`src/rtl/pll_ctrl_pkg.sv`:
```
// Shared types and constants for the PLL dynamic-reconfiguration controller.
package pll_ctrl_pkg;

  typedef enum logic [1:0] {
    StRstPll   = 2'd0,
    StWaitLock = 2'd1,
    StRun      = 2'd2,
    StSettle   = 2'd3
  } pll_state_e;

  localparam int unsigned CntW = 16;

  // Power-on dynamic codes.
  localparam logic [3:0] PsdaInitDefault   = 4'b0000;
  localparam logic [3:0] DutydaInitDefault = 4'b1000;
  localparam logic [3:0] FdlyInitDefault   = 4'b0000;

  // Increment that sticks at all-ones.
  function automatic logic [7:0] sat_inc8(input logic [7:0] v);
    return (v == 8'hFF) ? v : v + 8'd1;
  endfunction

endpackage

```
`src/rtl/sync_2ff.sv`:
```
// Two-flop synchronizer for a single asynchronous level.
module sync_2ff (
  input  logic clkin,
  input  logic reset,
  input  logic d_i,
  output logic q_o
);

  logic meta_q;
  logic sync_q;

  // Shift the async level through two flops; both clear on reset.
  always_ff @(posedge clkin) begin
    if (reset) begin
      meta_q <= 1'b0;
      sync_q <= 1'b0;
    end else begin
      meta_q <= d_i;
      sync_q <= meta_q;
    end
  end

  assign q_o = sync_q;

endmodule

```
`src/rtl/pll_dyn_ctrl.sv`:
```
// PLL sequencing and dynamic phase/duty/fine-delay update controller.
module pll_dyn_ctrl
  import pll_ctrl_pkg::*;
#(
  parameter int unsigned RST_CYCLES    = 16,
  parameter int unsigned LOCK_TIMEOUT  = 4096,
  parameter int unsigned SETTLE_CYCLES = 64,
  parameter logic [3:0]  PSDA_INIT     = PsdaInitDefault,
  parameter logic [3:0]  DUTYDA_INIT   = DutydaInitDefault,
  parameter logic [3:0]  FDLY_INIT     = FdlyInitDefault
) (
  input  logic       clkin,
  input  logic       reset,
  input  logic       pll_lock,
  output logic       pll_reset,
  output logic [3:0] psda,
  output logic [3:0] dutyda,
  output logic [3:0] fdly,
  input  logic       req_valid,
  output logic       req_ready,
  input  logic [3:0] req_psda,
  input  logic [3:0] req_dutyda,
  input  logic [3:0] req_fdly,
  output logic       locked,
  output logic       req_err,
  output logic [7:0] relock_cnt
);

  localparam logic [CntW-1:0] RstLast     = CntW'(RST_CYCLES - 1);
  localparam logic [CntW-1:0] TimeoutLast = CntW'(LOCK_TIMEOUT - 1);
  localparam logic [CntW-1:0] SettleLast  = CntW'(SETTLE_CYCLES - 1);

  pll_state_e      state_q, state_d;
  logic [CntW-1:0] cnt_q, cnt_d;
  logic [3:0]      psda_q, psda_d;
  logic [3:0]      dutyda_q, dutyda_d;
  logic [3:0]      fdly_q, fdly_d;
  logic            err_q, err_d;
  logic [7:0]      relock_q, relock_d;
  logic            lock;

  sync_2ff u_lock_sync (
    .clkin (clkin),
    .reset (reset),
    .d_i   (pll_lock),
    .q_o   (lock)
  );

  // Next-state, counter, code and status computation.
  always_comb begin
    state_d  = state_q;
    cnt_d    = (cnt_q == '1) ? cnt_q : cnt_q + 1'b1;
    psda_d   = psda_q;
    dutyda_d = dutyda_q;
    fdly_d   = fdly_q;
    err_d    = 1'b0;
    relock_d = relock_q;

    case (state_q)
      StRstPll: begin
        if (cnt_q == RstLast) state_d = StWaitLock;
      end
      StWaitLock: begin
        if (lock) begin
          state_d = StRun;
        end else if (cnt_q == TimeoutLast) begin
          state_d  = StRstPll;
          relock_d = sat_inc8(relock_q);
        end
      end
      StRun: begin
        if (req_valid) begin
          if (req_dutyda != 4'd0) begin
            psda_d   = req_psda;
            dutyda_d = req_dutyda;
            fdly_d   = req_fdly;
            state_d  = StSettle;
          end else begin
            err_d = 1'b1;
          end
        end
        // Lock loss overrides the settle transition, but any accepted codes still land.
        if (!lock) begin
          state_d  = StRstPll;
          relock_d = sat_inc8(relock_q);
        end
      end
      StSettle: begin
        if (cnt_q == SettleLast) state_d = lock ? StRun : StWaitLock;
      end
      default: state_d = StRstPll;
    endcase

    if (state_d != state_q) cnt_d = '0;
  end

  // State and datapath registers with synchronous reset.
  always_ff @(posedge clkin) begin
    if (reset) begin
      state_q  <= StRstPll;
      cnt_q    <= '0;
      psda_q   <= PSDA_INIT;
      dutyda_q <= DUTYDA_INIT;
      fdly_q   <= FDLY_INIT;
      err_q    <= 1'b0;
      relock_q <= 8'd0;
    end else begin
      state_q  <= state_d;
      cnt_q    <= cnt_d;
      psda_q   <= psda_d;
      dutyda_q <= dutyda_d;
      fdly_q   <= fdly_d;
      err_q    <= err_d;
      relock_q <= relock_d;
    end
  end

  assign pll_reset  = (state_q == StRstPll);
  assign req_ready  = (state_q == StRun);
  assign locked     = (state_q == StRun);
  assign psda       = psda_q;
  assign dutyda     = dutyda_q;
  assign fdly       = fdly_q;
  assign req_err    = err_q;
  assign relock_cnt = relock_q;

endmodule
```
`config.mk`:
```
export PLATFORM = sky130hd
export DESIGN_NAME = pll_dyn_ctrl
export DESIGN_NICKNAME = d
export VERILOG_FILES = /design/src/rtl/pll_ctrl_pkg.sv /design/src/rtl/sync_2ff.sv /design/src/rtl/pll_dyn_ctrl.sv
export SDC_FILE = /design/constraint.sdc
export NUM_CORES = 1
export LEC_CHECK = 0
export CAP_MARGIN = 0
export CORE_MARGIN = 4
export CORE_UTILIZATION = 51
export DETAILED_ROUTE_END_ITERATION = 6
export GPL_ROUTABILITY_DRIVEN = 0
export PLACE_DENSITY = 0.83
export RECOVER_POWER = 100
export SLEW_MARGIN = 15
export SYNTH_ARGS = -nofsm -noshare
export SYNTH_HDL_FRONTEND = slang
export SYNTH_HIERARCHICAL = 1
export SYNTH_SLANG_ARGS = --single-unit
```
`constraint.sdc`:
```
create_clock -name clkin -period 3.25 [get_ports clkin]
set_input_delay 0.325 -clock clkin [delete_from_list [all_inputs] [get_ports clkin]]
set_output_delay 0.325 -clock clkin [all_outputs]
set_load 0.01 [all_outputs]
```
==> impl_metrics.env <==
export IMPL_ant_nets=0
export IMPL_crit_type="reg2reg"
export IMPL_fin_ws_ns=0.602
export IMPL_timing_setup_tns_ns=0
export IMPL_timing_rr_end="relock_cnt[5]"
export IMPL_postCtsSetupRepairBufs=0
export IMPL_drive_gt1_share_pct=4.33
export IMPL_antenna_found_initial=0
export IMPL_cp_max_fo=8
export IMPL_crit_start="cnt_q[12]"
export IMPL_pre_cts_ws_ns=0.563
export IMPL_async_flop_share_pct=0
export IMPL_cp_common_cell="or4_1"
export IMPL_worst_path_buf_inv=0
export IMPL_rows=22
export IMPL_rsz0062_at_grt="false"
export IMPL_start_util_pct=53.8
export IMPL_cts_buffers=5
export IMPL_clk_pin_slew_ns=0.08
export IMPL_syn_avg_cell_area_um2=8.43
export IMPL_die_height_um=70.8
export IMPL_io_buffers=39
export IMPL_leakage_nw=0.937
export IMPL_synth_ff_type="dfxtp_1"
export IMPL_vias=1801
export IMPL_grt_max_degree=27
export IMPL_crit_required_ns=3.39
export IMPL_clock_latency_ns=0.29
export IMPL_clock_root_buffer="clkbuf_8"
export IMPL_worst_ep_arrival_time_ns=2.79
export IMPL_drt_iter0_drc=75
export IMPL_hold_end="u_lock_sync/q_o"
export IMPL_drc_errors=0
export IMPL_ios=40
export IMPL_ys_seq_area_share_pct=40.7
export IMPL_synth_area_um2=2010
export IMPL_status="completed"
export IMPL_drt_pass1_iter_count=4
export IMPL_grt_usage_pct=18.2
export IMPL_crit_chain="or4_1 > or4_1 > a211oi_1 > and3_1 > xnor2_1 > nor2_1"
export IMPL_slew_viol_final=0
export IMPL_top_layer="met4"
export IMPL_htree_levels=2
export IMPL_r2r_cells=6
export IMPL_netlist_top_cells_area="dfxtp_1 41%, nand2_1 7.3%, nor2_1 5.8%"
export IMPL_cts_resized=0
export IMPL_synth_edf_count=0
export IMPL_finalHoldViolCount=0
export IMPL_worst_pin_slew_ns=1.08
export IMPL_drt_wl_total_um=4440
export IMPL_grt_pass1_wl_um=7450
export IMPL_placed_cells=317
export IMPL_hp_class="reg2reg"
export IMPL_viasPerCell=5.54
export IMPL_yosysUniqueCellTypes=44
export IMPL_cts_sinks=41
export IMPL_period_share_pct=81.5
export IMPL_num_fill_cells=326
export IMPL_syn_nets=261
export IMPL_fin_skew_ns=0.00614
export IMPL_hold_buffers=0
export IMPL_coreArea_um2=3740
export IMPL_die_x_um=70.8
export IMPL_ir_worst_vdd_mv=0.376
export IMPL_grt_overflow_total=0
export IMPL_regToRegSetupSlack_ns=0.60
export IMPL_synth_cells=239
export IMPL_clockBufferDepth=2
export IMPL_crit_path_end_kind="register"
export IMPL_start_kind="register"
export IMPL_utilization_pct=66.6
export IMPL_finalNetCount=298
export IMPL_syn2layout_area_growth_pct=23.8
export IMPL_cp_slowest_stage_delay_ns=0.68
export IMPL_post_drt_wl_per_cell_um=13.7
export IMPL_finalSetupViolCount=0
export IMPL_ys_ff_latch=41
export IMPL_final_cells=325
export IMPL_r2r_start="cnt_q[12]"
export IMPL_critPathSlowestCell="or4_1"
export IMPL_grt_pass1_vias=1654
export IMPL_hold_depth=1
export IMPL_dr_wl_met3_um=223
export IMPL_hold_path_startpoint="u_lock_sync/meta_q"
export IMPL_wirelength_met1_um=1980
export IMPL_synth_top_area_cell="dfxtp_1"
export IMPL_maxCapViolations=0
export IMPL_powerDensity_nw_per_um2=575
export IMPL_slew_headroom_pct=28.0
export IMPL_path_delay_family="simple AND/OR/NAND/NOR gates"
export IMPL_dp_hpwl_um=3130
export IMPL_dr_wl_met2_um=2130
export IMPL_fin_crit_ns=2.65
export IMPL_fmax_mhz=378
export IMPL_synth_warnings=6
export IMPL_die_area_um2=5020
export IMPL_diodes=0
export IMPL_netlist_area_leader_share_pct=40.7
export IMPL_cts_tree="done"
-- through the flow --
| step | total power [mW] | instance area, um^2 | hold slack, ns |
|---|---|---|---|
| 5_1_grt | 1.53 | 2490 | 0.467 |
| 3_3_place_gp | 1.11 | 2420 | 0.421 |
| 6_report | 1.43 | 2490 | 0.442 |
| 4_1_cts | 1.49 | 2520 | 0.449 |
| 2_1_floorplan | 0.969 | 2010 | 0.397 |
| 3_5_place_dp | 1.13 | 2420 | 0.436 |
-- worst reg2reg max path, cell delays in order (launching register included) --
cell	delay (ns)
dfxtp_1	0.37
or4_1	0.52
or4_1	0.68
a211oi_1	0.52
and3_1	0.25
xnor2_1	0.11
nor2_1	0.05
-- flip-flops by register name, summed over array words and instances, names as in the netlist --
| signal | cells |
|---|---|
| cnt_q | 16 |
| relock_cnt | 8 |
| dutyda | 4 |
| fdly | 4 |
| psda | 4 |
| state_q | 2 |
| req_err | 1 |
| u_lock_sync/meta_q | 1 |
| u_lock_sync/q_o | 1 |
-- report_power, final --
part / total, mW / internal [mW] / switching (mW)
Clock: 0.358 / 0.192 / 0.167
Sequential: 0.604 / 0.551 / 0.0524
Combinational: 0.471 / 0.203 / 0.268
-- cell families after synthesis --
kind of cell               count (synthesis)  synth area share, %
and+or+nand+nor                          122                 29.8
DFF                                       41                 40.7
AOI/OAI and AO/OA                         33                 11.9
xor gates and xnor gates                  19                 8.26
buffers and inverters                     14                 3.54
adders and majority gates                  6                 3.73
muxes                                      4                 2.05
-- final cells by class --
type / count / area [um^2] / area share [%]
clock buffers: 7 / 96.3 / 3.86
clock inverters: 1 / 5.00 / 0.201
inverters: 3 / 11.3 / 0.452
multi-input cells: 184 / 1100 / 44.2
flip-flops and latches: 41 / 821 / 32.9
well taps: 48 / 60.1 / 2.41
repair buffers: 41 / 398 / 16.0
-- how the worst max path moves through the flow --
stage,end,slack (ns),depth (start not counted)
after global placement,cnt_q[13],0.68,7
final,relock_cnt[5],0.60,6
after CTS,cnt_q[9],0.69,7
after global routing,relock_cnt[7],0.45,6
after detailed placement,cnt_q[1],0.56,7
after floorplan,cnt_q[12],0.93,8
-- routing by layer --
metal | vias to the layer above | global-route usage (%)
met5 | - | 0
met2 | 42 | 28.5
met1 | 845 | 23.7
li1 | 906 | -
met4 | 0 | 7.31
met3 | 8 | 5.26
-- placed cells by master (no fill, tap or decap), types with 3 or more instances in the layout --
cell and instances:
a21oi_1 17, and3_1 6, clkbuf_8 7, clkdlybuf4s50_1 14
dfxtp_1 41, dlygate4sd3_1 25, ha_1 6, inv_1 3
mux2i_1 3, nand2_1 39, nand3_1 11, nand4_1 9
nor2_1 31, nor4_1 5, or4_1 3, xnor2_1 11
xor2_1 8
-- cell usage after synthesis (5+ instances only) --
master / count
nor4_1: 5
xnor2_1: 11
nor2_1: 31
xor2_1: 8
nand2_1: 39
a21oi_1: 16
and3_1: 6
ha_1: 6
nand3_1: 11
nand4_1: 9
clkbuf_1: 8
dfxtp_1: 41
No activity file was read; power rests on OpenSTA's default activity.
